### src/rtl/edge_sched_pkg.sv
`default_nettype none
// ============================================================================
// Module   : edge_sched_pkg
// Brief    : Shared edge-mode encodings and output-register states.
// Revision : 1.0
// ============================================================================
package edge_sched_pkg;

  localparam logic [1:0] MODE_OFF   = 2'b00;
  localparam logic [1:0] MODE_RISE  = 2'b01;
  localparam logic [1:0] MODE_FALL  = 2'b10;
  localparam logic [1:0] MODE_BOTH  = 2'b11;
  localparam logic [1:0] RESET_MODE = MODE_RISE;

  typedef enum logic [0:0] {
    ST_EMPTY = 1'b0,
    ST_HOLD  = 1'b1
  } out_state_t;

endpackage
`default_nettype wire

### src/rtl/edge_detect_cell.sv
`default_nettype none
// ============================================================================
// Module   : edge_detect_cell
// Brief    : One channel: edge detector, mode qualification, pending slot
//            (pend/pol) and sticky overflow flag.
// Revision : 1.0
// ============================================================================
module edge_detect_cell
  import edge_sched_pkg::*;
(
  input  logic       clk,
  input  logic       rst,
  input  logic       primed,
  input  logic       sig,
  input  logic       cfg_we,
  input  logic [1:0] cfg_mode,
  input  logic       grant,
  input  logic       ovf_clr,
  output logic       pend,
  output logic       pol,
  output logic       ovf
);

  logic       prev_q, prev_d;
  logic [1:0] mode_q, mode_d;
  logic       pend_q, pend_d;
  logic       pol_q,  pol_d;
  logic       ovf_q,  ovf_d;
  logic       rise, fall, qual;

  always_comb begin
    rise   = primed & sig & ~prev_q;
    fall   = primed & ~sig & prev_q;
    qual   = (rise & mode_q[0]) | (fall & mode_q[1]);
    prev_d = sig;
    mode_d = cfg_we ? cfg_mode : mode_q;
    pend_d = pend_q & ~grant;
    pol_d  = pol_q;
    ovf_d  = ovf_q & ~ovf_clr;
    // A slot being granted this cycle is free to take the new edge.
    if (qual) begin
      if (pend_q && !grant) begin
        ovf_d = 1'b1;
      end else begin
        pend_d = 1'b1;
        pol_d  = rise;
      end
    end
    if (cfg_we && cfg_mode == MODE_OFF) begin
      pend_d = 1'b0;
    end
  end

  always_ff @(posedge clk) begin
    if (rst) begin
      prev_q <= 1'b0;
      mode_q <= RESET_MODE;
      pend_q <= 1'b0;
      pol_q  <= 1'b0;
      ovf_q  <= 1'b0;
    end else begin
      prev_q <= prev_d;
      mode_q <= mode_d;
      pend_q <= pend_d;
      pol_q  <= pol_d;
      ovf_q  <= ovf_d;
    end
  end

  assign pend = pend_q;
  assign pol  = pol_q;
  assign ovf  = ovf_q;

endmodule
`default_nettype wire

### src/rtl/edge_event_scheduler.sv
`default_nettype none
// ============================================================================
// Module   : edge_event_scheduler
// Brief    : Per-channel edge detection with a round-robin arbitrated
//            valid/ready event port. Define EDGE_SCHED_SYNC_EN to insert a
//            2-flop synchronizer on every sig_in bit.
// Revision : 1.0
// ============================================================================
module edge_event_scheduler
  import edge_sched_pkg::*;
#(
  parameter int NUM_CH = 4,
  parameter int CH_W   = 2
) (
  input  logic              clk,
  input  logic              rst,
  input  logic [NUM_CH-1:0] sig_in,
  input  logic              cfg_we,
  input  logic [CH_W-1:0]   cfg_ch,
  input  logic [1:0]        cfg_mode,
  output logic              ev_valid,
  input  logic              ev_ready,
  output logic [CH_W-1:0]   ev_ch,
  output logic              ev_rise,
  output logic [NUM_CH-1:0] ovf,
  input  logic              ovf_clr
);

  logic [NUM_CH-1:0] sig_det;
  logic [NUM_CH-1:0] pend, pol, grant;
  logic              primed_q, primed_d;
  out_state_t        state_q, state_d;
  logic [CH_W-1:0]   ev_ch_q, ev_ch_d;
  logic              ev_rise_q, ev_rise_d;
  logic [CH_W-1:0]   ptr_q, ptr_d;
  logic [CH_W-1:0]   cand, sel;
  logic              load, found;

`ifdef EDGE_SCHED_SYNC_EN
  logic [NUM_CH-1:0] sync1_q, sync1_d, sync2_q, sync2_d;

  always_comb begin
    sync1_d = sig_in;
    sync2_d = sync1_q;
  end

  always_ff @(posedge clk) begin
    if (rst) begin
      sync1_q <= '0;
      sync2_q <= '0;
    end else begin
      sync1_q <= sync1_d;
      sync2_q <= sync2_d;
    end
  end

  assign sig_det = sync2_q;
`else
  assign sig_det = sig_in;
`endif

  generate
    for (genvar g = 0; g < NUM_CH; g++) begin : g_cell
      edge_detect_cell u_cell (
        .clk      (clk),
        .rst      (rst),
        .primed   (primed_q),
        .sig      (sig_det[g]),
        .cfg_we   (cfg_we && (int'(cfg_ch) == g)),
        .cfg_mode (cfg_mode),
        .grant    (grant[g]),
        .ovf_clr  (ovf_clr),
        .pend     (pend[g]),
        .pol      (pol[g]),
        .ovf      (ovf[g])
      );
    end
  endgenerate

  // Round-robin search starts just after the last granted channel.
  always_comb begin
    load  = (state_q == ST_EMPTY) || ev_ready;
    found = 1'b0;
    sel   = '0;
    cand  = '0;
    for (int i = 1; i <= NUM_CH; i++) begin
      cand = CH_W'((int'(ptr_q) + i) % NUM_CH);
      if (!found && pend[cand]) begin
        found = 1'b1;
        sel   = cand;
      end
    end

    primed_d  = 1'b1;
    state_d   = state_q;
    ev_ch_d   = ev_ch_q;
    ev_rise_d = ev_rise_q;
    ptr_d     = ptr_q;
    grant     = '0;
    if (load) begin
      state_d = found ? ST_HOLD : ST_EMPTY;
      if (found) begin
        grant[sel] = 1'b1;
        ev_ch_d    = sel;
        ev_rise_d  = pol[sel];
        ptr_d      = sel;
      end
    end
  end

  always_ff @(posedge clk) begin
    if (rst) begin
      primed_q  <= 1'b0;
      state_q   <= ST_EMPTY;
      ev_ch_q   <= '0;
      ev_rise_q <= 1'b0;
      ptr_q     <= CH_W'(NUM_CH - 1);
    end else begin
      primed_q  <= primed_d;
      state_q   <= state_d;
      ev_ch_q   <= ev_ch_d;
      ev_rise_q <= ev_rise_d;
      ptr_q     <= ptr_d;
    end
  end

  assign ev_valid = (state_q == ST_HOLD);
  assign ev_ch    = ev_ch_q;
  assign ev_rise  = ev_rise_q;

endmodule
`default_nettype wire

### config.mk
export PLATFORM = sky130hd
export DESIGN_NAME = edge_event_scheduler
export DESIGN_NICKNAME = d
export VERILOG_FILES = /design/src/rtl/edge_sched_pkg.sv /design/src/rtl/edge_detect_cell.sv /design/src/rtl/edge_event_scheduler.sv
export SDC_FILE = /design/constraint.sdc
export NUM_CORES = 1
export LEC_CHECK = 0
export CORE_UTILIZATION = 30
export CTS_BUF_LIST = sky130_fd_sc_hd__clkbuf_8
export DETAILED_ROUTE_END_ITERATION = 10
export PLACE_DENSITY_LB_ADDON = 0.1
export SYNTH_ARGS = -nofsm -noshare
export SYNTH_HDL_FRONTEND = slang
export SYNTH_SLANG_ARGS = --single-unit
### constraint.sdc
create_clock -name clk -period 3.8 [get_ports clk]
set_input_delay 0.76 -clock clk [delete_from_list [all_inputs] [get_ports clk]]
set_output_delay 0.76 -clock clk [all_outputs]
set_load 0.02 [all_outputs]
==> results of run 1 <==
==> area by class of cell <==
class	count	area [sq um]
flip-flops and latches	31	621
well taps	67	83.8
clock buffers	5	68.8
fillers	503	2940
clock inverters	3	12.5
inverters	2	7.51
repair buffers	21	208
multi-input cells	119	786
==> metrics by stage <==
stage                     total power [mW]  cell area (sq um)  std cells  setup slack, ns  hold slack [ns]
after global routing                 0.790               1790        248             1.65            0.476
after global placement               0.510               1710        240             1.49            0.442
after detailed placement             0.513               1710        240             1.47            0.450
after CTS                            0.762               1790        248             1.77            0.460
after floorplan                      0.462               1470        161             2.10            0.426
final                                0.750               1790        248             1.77            0.455
==> routing by layer <==
layer,track usage,share of wire,vias to the layer above
met5,0,0,-
met4,0.0675,0.020,0
met3,0.0514,0.038,7
met2,0.252,0.47,26
met1,0.182,0.47,561
li1,-,-,614
==> state kept, by name (all words and copies together) (netlist names) <==
register and count:
ptr_q 2, g_cell.u_cell.prev_q 4, g_cell.u_cell.mode_q 8, ev_ch 2, g_cell.u_cell.ovf 4, ev_valid 1, primed_q 1, g_cell.u_cell.pend 4
g_cell.u_cell.pol 4, ev_rise 1
==> final timing paths <==
check	startpoint	slack, ns	cells after the start	endpoint
max	ev_ready	1.77	6	g_cell[1].u_cell.pol
min	g_cell[2].u_cell.pol	0.45	2	g_cell[2].u_cell.pol
min reg2reg	g_cell[2].u_cell.pol	0.45	2	g_cell[2].u_cell.pol
max reg2reg	g_cell[3].u_cell.pend	1.97	5	g_cell[3].u_cell.pol
==> cells in the mapped netlist (2+ instances only) <==
cell type / instances / area, sq um
nor2_1: 13 / 48.8
nor4_1: 2 / 12.5
o21ai_0: 4 / 20.0
dfxtp_1: 31 / 621
nand2_1: 20 / 75.1
nor3_2: 2 / 20.0
a31oi_1: 3 / 18.8
and4b_1: 2 / 20.0
inv_1: 2 / 7.51
a221oi_1: 2 / 17.5
nor3_1: 2 / 10.0
nand3b_1: 4 / 30.0
and3b_1: 2 / 17.5
mux2i_1: 12 / 120
nor2b_1: 10 / 62.6
buf_4: 4 / 30.0
o21ai_1: 4 / 20.0
nand2b_1: 3 / 18.8
a21oi_1: 9 / 45.0
clkbuf_1: 3 / 11.3
o211ai_1: 2 / 15.0
nand3_1: 2 / 10.0
o31ai_1: 3 / 22.5
==> report_power, final <==
part / internal (mW) / switching [mW] / leakage, nW
Clock: 0.123 / 0.122 / 0.0505
Sequential: 0.345 / 0.0197 / 0.254
Combinational: 0.0625 / 0.0777 / 0.363
Total: 0.530 / 0.220 / 0.667
==> logic make-up after synthesis <==
family | count (synthesis) | synth area share
AND/OR/NAND/NOR | 71 | 0.282
AO/OA/AOI/OAI | 36 | 0.170
flip-flops | 31 | 0.422
multiplexers | 12 | 0.0816
buffers and inverters | 11 | 0.0442
==> worst max-delay path, delay by kind of cell <==
kind | cells | cell delay [ns]
mux | 1 | 0.19
simple gates | 2 | 0.40
compound gates | 2 | 0.42
buf+inv | 1 | 0.47
==> key figures, run 1 <==
Run status
  • Status: completed

Worst setup path
  • WP data required: 4.01 ns
  • Critical path type: input pin to flip-flop
  • CP max FO: 5
  • Setup crit start kind: input pin
  • Worst path cell trace: clkdlybuf4s50_1, nor2b_1, nor2_1, o311ai_1, a21oi_1, mux2i_1
  • Slowest-stage cell, CP: clkdlybuf4s50_1
  • Crit path DAT: 2.24 ns
  • Nature of the critical path endpoint: flip-flop
  • Critical Path Max Stage Delay: 0.47 ns

Layout
  • Commonest non-fill, non-tap cell in the layout: dfxtp_1
  • P&R area growth vs syn: 21.4%
  • Nets: 193
  • Highest-count cells in the layout ignoring fill and taps: dfxtp_1 (31), nand2_1 (20), clkdlybuf4s50_1 (20)
  • Util after Layout: 0.378
  • N_diodes: 0
  • Share of cells above drive strength 1: 0.0939

Clocking
  • Setup Fix Bufs, Post-CTS: 0
  • Clock sinks: 31
  • Max H-tree Level: 2
  • CTS tree: yes
  • # hold bufs at CTS: 0
  • Clock Latency Late Sink: 0.28 ns
  • Post-CTS sizing: 0
  • Num CTS Buffers: 5
  • Clock Path Buffers: 2
  • Clock slew at reported path FFs: 0.07 ns
  • Clk Tree Root Cell: clkbuf_8

Global route
  • Global route overflow: 0
  • First-pass GRT wire length: approximately 6000 um
  • Gr usage total: 0.153
  • Largest net degree at the start of global routing: 25
  • Number of antenna violations at the first check in global routing: 0
  • Vias in the first global route: between 1k and 1.5k

STA
  • Final slew viol count: 0
  • Fmax: 493 MHz
  • Final period utilization: 0.534
  • Setup TNS: 0 ns
  • RSZ-0062 raised after global routing: no
  • Final setup violation count: 0
  • Worst-margin pin slew: 0.525 ns
  • Tmin final: 2.03 ns
  • Max_slew headroom: 0.649
  • Setup Skew: 0.00532 ns
  • Hold Violations, Final: 0

Drt
  • Final WL: 3530 um
  • Via count: 1208
  • Wire per inst: 14.2 um
  • Detailed Routing Iterations Pass 1: 6
  • DRC violations left: 0
  • Via density: approximately 4.9
  • ANT nets after route: 0
  • Initial DRC count: 51

Synthesis
  • FFs w/ async S/R, synth: 0
  • Number of flops mapped to enable cells by yosys: 0
  • Distinct cells, synth: 43
  • Most used DFF post-synth: dfxtp_1
  • Post-synthesis sequential area ratio: 0.422
  • Post-Syn Area: 1470 sq um
  • Post-synthesis cell count: 161
  • Mapped Avg Cell Area: 9.14 sq um
  • Syn Nets: between 150 and 200
  • #FFs+latches synth: 31
  • YS warnings: 0

Floorplan
  • IO Count: 21
  • Overall die area: 5190 sq um
  • Height of the die: ~70 um
  • Die Wd: 72.0 um
  • Initial core utilization: 0.312
  • Core box area: between 4000 and 5000 sq um
  • # rows: 25

Run
  • Max cap viols: 0

Placement
  • Post-DP HPWL: roughly 2600 um
  • Port buffer count: 20
  • Routability cong.: 0.740

Hold path
  • Worst min-delay path class: flip-flop to flip-flop

Pwr
  • Pwr/cell area: 420 nW/um^2
  • Peak supply drop: ~170 uV
  • Pleak: 0.667 nW
(Power assumes the default switching activity.)
==> run 2, diff against run 1 <==
- clock period: 3.8 -> 1.8 ns (I/O delays scaled with it)
==> key figures, run 2 (same netlist as run 1, synthesis figures left out) <==
Pwr
  • Peak supply drop: 350 uV (+110%)
  • Sw Ratio: 0.276 (-0.0165)
  • Pwr/cell area: 891 nW/um^2 (+110%)
  • Internal power: 1.23 mW (+130%)
  • Clock share of power: 0.353 (+0.026)
  • Register share of total power: 0.455 (-0.031)
  • Logic gate share of total power: 0.192 (+0.005)
  • Power Total: 1.70 mW (+130%)
  • P_sw: 0.469 mW (+110%)
  • Pleak: 0.732 nW (+9.7%)

Clocking
  • Clock Path Buffers: 2 (unchanged)
  • Max H-tree Level: 2 (unchanged)
  • Clock sinks: 31 (unchanged)
  • Setup Fix Bufs, Post-CTS: 0 (unchanged)
  • Clock Latency Late Sink: 0.28 ns (about the same)
  • Clk Tree Root Cell: clkbuf_8
  • Num CTS Buffers: 5 (unchanged)
  • Post-CTS sizing: 0 (unchanged)
  • Clock slew at reported path FFs: 0.07 ns (about the same)
  • CTS tree: yes
  • # hold bufs at CTS: 0 (unchanged)

Global route
  • Number of antenna violations at the first check in global routing: 0 (unchanged)
  • Gr usage total: 0.154 (+0.00136)
  • Largest net degree at the start of global routing: 12 (-52%)
  • Global route overflow: 0 (unchanged)
  • Vias in the first global route: 1238 (+1.1%)
  • First-pass GRT wire length: 6020 um (+0.33%)

Worst setup path
  • Nature of the critical path endpoint: flip-flop
  • Setup crit start kind: flip-flop
  • Number of cells on the critical path: 5 (-1)
  • WP data required: 1.97 ns (-2.04 ns)
  • Family with the most delay on the worst path: simple AND/OR/NAND/NOR gates
  • Worst path cell trace: nor2b_1, o21a_1, nor3_2, nor4_1, a311o_1
  • Critical Path Max Stage Delay: 0.48 ns (about the same)
  • Crit path DAT: 1.95 ns (-0.29 ns)
  • CP max FO: 6 (+1)
  • Crit path buffers/inverters: 0 (-1)
  • Slowest-stage cell, CP: dfxtp_1
  • Critical path type: flip-flop to flip-flop
  • Worst r2r path cells: 5 (unchanged)

Layout
  • N_diodes: 0 (unchanged)
  • Max reg flops: 8 (unchanged)
  • Share of cells above drive strength 1: 0.171 (+0.0771)
  • Most flops, register: g_cell.u_cell.mode_q
  • Commonest non-fill, non-tap cell in the layout: dfxtp_1
  • Highest-count cells in the layout ignoring fill and taps: dfxtp_1 (30), nand2_1 (20), clkdlybuf4s50_1 (20)
  • Nets: 205 (+6.2%)
  • Util after Layout: 0.404 (+0.0254)
  • FILL cells: 473 (-6.0%)
  • P&R area growth vs syn: 29.6%

Drt
  • Wire per inst: 13.5 um (-5.2%)
  • Metal2 WL: 1730 um (+4.3%)
  • Met1 wire length: 1590 um (-4.7%)
  • Detailed Routing Iterations Pass 1: 7 (+1)
  • Via density: 4.89 (+0.44%)
  • DR top layer: met4
  • Via count: 1272 (+5.3%)
  • Final WL: 3510 um (-0.59%)
  • ANT nets after route: 0 (unchanged)
  • DRC violations left: 0 (unchanged)
  • Initial DRC count: 43 (-16%)
  • Routed wl met3: 136 um (+2.3%)

STA
  • Tmin final: 1.78 ns
  • Final setup violation count: 0 (unchanged)
  • Setup Skew: 0.00523 ns (-0.0000954 ns)
  • Max_slew headroom: 0.708 (+0.0592)
  • Fmax: 562 MHz
  • Hold Violations, Final: 0 (unchanged)
  • Final slew viol count: 0 (unchanged)
  • RSZ-0062 raised after global routing: yes
  • WHS: 0.460 ns (+0.00538 ns)
  • Worst-margin pin slew: 0.435 ns (-0.0900 ns)
  • Final worst setup slack: 0.0214 ns (-1.75 ns)
  • Final period utilization: 0.988
  • Setup TNS: 0 ns (unchanged)

Hold path
  • Worst min-delay path class: flip-flop to flip-flop
  • Hold Crit Depth: 2 (unchanged)

Run
  • Max cap viols: 0 (unchanged)

Placement
  • Post-DP HPWL: 2720 um (+6.0%)
  • Routability cong.: 0.736 (-0.58%)
  • Worst slack, placed: -0.105 ns (-1.57 ns)
  • Port buffer count: 20 (unchanged)

Floorplan
  • Core box area: 4720 sq um (unchanged)
  • Initial core utilization: 0.312 (unchanged)
  • IO Count: 21 (unchanged)
  • Overall die area: 5190 sq um (unchanged)
  • Die Wd: 72.0 um (unchanged)
  • Height of the die: 72.0 um (unchanged)
  • # rows: 25 (unchanged)

Run status
  • Status: completed
## run 2: cell count changes in the layout (fill, tap and decap cells not counted)
cell	before	now
nor4_2	1	2
clkbuf_8	5	7
clkinv_2	1	0
dfxtp_2	0	1
a21oi_1	9	8
buf_4	1	13
nor4_1	2	1
inv_1	4	3
a21oi_2	0	1
dfxtp_1	31	30
## run 2: power groups by stage
stage,clock (mW),combinational [mW],sequential [mW]
floorplan,0,0.190,0.786
global placement,0,0.320,0.785
detailed placement,0,0.326,0.787
CTS,0.618,0.327,0.772
global route,0.650,0.358,0.780
finish,0.600,0.326,0.773
## run 2: worst reg2reg max path: stages, from the launching register on
cell,delay [ns]
dfxtp_1,0.48
nor2b_1,0.09
o21a_1,0.22
nor3_2,0.42
nor4_1,0.13
a311o_1,0.33
## run 2: metrics by stage
stage	std cells	cell area, sq um
5_1_grt	260	1910
2_1_floorplan	161	1470
3_3_place_gp	252	1800
6_report	260	1910
3_5_place_dp	252	1800
4_1_cts	260	1900
## run 2: worst paths after layout
kind	to	slack, ns	start
worst max-delay path	ev_rise	0.02	g_cell[0].u_cell.pend
worst min register to register	g_cell[2].u_cell.pol	0.46	g_cell[2].u_cell.pol
worst max register to register	ev_rise	0.02	g_cell[0].u_cell.pend
worst min-delay path	g_cell[2].u_cell.pol	0.46	g_cell[2].u_cell.pol
## run 2: layout make-up
cell class                      count  area (sq um)  share of cell area
Clock buffer                        7          96.3              0.0505
Clock inverter                      1          3.75             0.00197
Inverter                            2          7.51             0.00394
Multi-Input combinational cell    119           796               0.417
Sequential cell                    31           622               0.326
Tap cell                           67          83.8              0.0440
Timing Repair Buffer               33           298               0.156
## run 2: metal layers
| metal | vias up | GRT usage |
|---|---|---|
| li1 | 636 | - |
| met1 | 608 | 0.189 |
| met2 | 22 | 0.257 |
| met3 | 6 | 0.0472 |
| met4 | 0 | 0.0545 |
| met5 | - | 0 |
==> run 3, diff against run 2 <==
- CORE_UTILIZATION: 30 -> 40
==> key figures, run 3 (same netlist as run 1, synthesis figures left out) <==
STA
  • Worst-margin pin slew: 0.470 ns (+0.0351 ns)
  • Final slew viol count: 0 (unchanged)
  • Final period utilization: 0.944 (-0.0438)
  • Setup Skew: 0.00442 ns (-0.000807 ns)
  • Fmax: 588 MHz (+4.6%)
  • RSZ-0062 raised after global routing: yes
  • Tmin final: 1.70 ns (-0.0788 ns)
  • Hold Violations, Final: 0 (unchanged)
  • Final setup violation count: 0 (unchanged)
  • Max_slew headroom: 0.684 (-0.0247)
  • WHS: 0.463 ns (+0.00269 ns)

Floorplan
  • Core box area: 3440 sq um (-27%)
  • IO Count: 21 (unchanged)
  • # rows: 21 (-16%)
  • Overall die area: 3930 sq um (-24%)
  • Height of the die: 62.7 um (-13%)
  • Initial core utilization: 0.427 (+0.116)
  • Die Wd: 62.7 um (-13%)

Worst setup path
  • Critical path type: flip-flop to flip-flop
  • Worst r2r path cells: 5 (unchanged)
  • Setup crit start kind: flip-flop
  • CP max FO: 6 (unchanged)
  • R2R Setup Slk: 0.10 ns (+0.08 ns)
  • Nature of the critical path endpoint: flip-flop
  • RR Startpoint: g_cell[0].u_cell.pend
  • FF-to-FF End: ev_rise
  • WP data required: 1.97 ns (about the same)
  • Critical path startpoint: g_cell[0].u_cell.pend
  • Crit path DAT: 1.87 ns (-0.08 ns)

Drt
  • DRC violations left: 0 (unchanged)
  • Via density: 5.27 (+7.6%)
  • Via count: 1248 (-1.9%)
  • Wire per inst: 13.9 um (+2.9%)
  • Initial DRC count: 54 (+26%)
  • Detailed Routing Iterations Pass 1: 4 (-3)
  • ANT nets after route: 0 (unchanged)
  • Final WL: 3290 um (-6.2%)

Layout
  • Share of cells above drive strength 1: 0.168 (-0.00345)
  • Nets: 203 (-0.98%)
  • N_diodes: 0 (unchanged)
  • Fin cells: 237 (-8.8%)
  • Commonest non-fill, non-tap cell in the layout: dfxtp_1
  • Highest-count cells in the layout ignoring fill and taps: dfxtp_1 (29), nand2_1 (20), clkdlybuf4s50_1 (20)
  • FILL cells: 323 (-32%)
  • Max reg flops: 8 (unchanged)
  • Most flops, register: g_cell.u_cell.mode_q
  • Post-route cell area: 1880 sq um (-1.5%)
  • P&R area growth vs syn: 27.6%

Placement
  • Post-DP HPWL: 2500 um (-7.9%)
  • Cell Area, Placed: 1750 sq um (-2.3%)
  • Dpl cells: 229 (-9.1%)
  • Routability cong.: 0.856 (+16%)
  • Port buffer count: 20 (unchanged)

Pwr
  • Peak supply drop: 456 uV (+30%)
  • P_sw: 0.473 mW (+0.69%)
  • Internal power: 1.33 mW (+8.2%)
  • Sw Ratio: 0.262 (-0.0141)
  • Clock share of power: 0.396 (+0.043)
  • Register share of total power: 0.429 (-0.026)
  • Logic gate share of total power: 0.176 (-0.016)
  • Pleak: 0.727 nW (-0.68%)
  • Pwr/cell area: 960 nW/um^2 (+7.7%)

Global route
  • Largest net degree at the start of global routing: 13 (+1)
  • Global route overflow: 0 (unchanged)
  • Gr usage total: 0.191 (+0.0362)
  • Vias in the first global route: 1211 (-2.2%)
  • First-pass GRT wire length: 5590 um (-7.1%)
  • Number of antenna violations at the first check in global routing: 0 (unchanged)

Run
  • Max cap viols: 0 (unchanged)

Clocking
  • Num CTS Buffers: 5 (unchanged)
  • # hold bufs at CTS: 0 (unchanged)
  • Setup Fix Bufs, Post-CTS: 0 (unchanged)
  • CTS tree: yes
  • Max H-tree Level: 2 (unchanged)
  • Clock slew at reported path FFs: 0.07 ns (about the same)
  • Clk Tree Root Cell: clkbuf_8
  • Clock Latency Late Sink: 0.29 ns (about the same)
  • Clock Path Buffers: 2 (unchanged)
  • Clock sinks: 31 (unchanged)
  • Post-CTS sizing: 0 (unchanged)

Hold path
  • Hold_sp: ev_ch[1]
  • Worst min-delay path class: flip-flop to flip-flop
  • Hold Crit Depth: 2 (unchanged)
  • Worst Hold End: ev_ch[1]

Run status
  • Status: completed
-- run 3: worst max path at each step --
stage | to | slack (ns) | cells past startpoint
floorplan | g_cell[3].u_cell.pol | 0.22 | 6
global placement | g_cell[2].u_cell.pol | -0.006 | 6
detailed placement | g_cell[2].u_cell.pol | -0.09 | 6
CTS | g_cell[3].u_cell.pol | 0.04 | 5
global route | ev_rise | -0.01 | 5
finish | ev_rise | 0.10 | 5
-- run 3: layer usage --
layer	vias up	routed length [um]	track usage
met1	581	1530	0.220
met2	28	1580	0.315
met5	-	0	0
li1	633	-	-
met4	0	74	0.122
met3	6	108	0.0438
-- run 3: power groups by stage --
stage,sequential (mW),clock [mW],combinational (mW)
global route,0.779,0.761,0.343
finish,0.772,0.713,0.316
CTS,0.772,0.730,0.316
global placement,0.784,0,0.311
floorplan,0.786,0,0.190
detailed placement,0.787,0,0.314
-- run 3: layout make-up --
cell class              count  area, sq um  share of cell area
multi-input cells         119          790               0.420
flip-flops and latches     31          623               0.332
repair buffers             31          283               0.151
clock buffers               6         82.6              0.0440
well taps                  46         57.6              0.0306
clock inverters             2         35.0              0.0187
inverters                   2         7.51             0.00400
-- run 3: critical path, cell delays in order (launching register included) --
cell and delay, ns:
dfxtp_1 0.45, nor2b_1 0.08, o21a_1 0.22, nor3_2 0.38, nor4_1 0.11, a311o_1 0.34
-- run 3: through the flow --
step / total power, mW / TNS (ns) / util / setup slack (ns)
final: 1.80 / 0 / 0.546 / 0.100
after CTS: 1.82 / 0 / 0.544 / 0.0396
after floorplan: 0.976 / 0 / - / 0.224
after detailed placement: 1.10 / -0.0907 / 0.510 / -0.0907
after global routing: 1.88 / -0.0110 / 0.546 / -0.0110
after global placement: 1.10 / -0.00588 / 0.510 / -0.00588
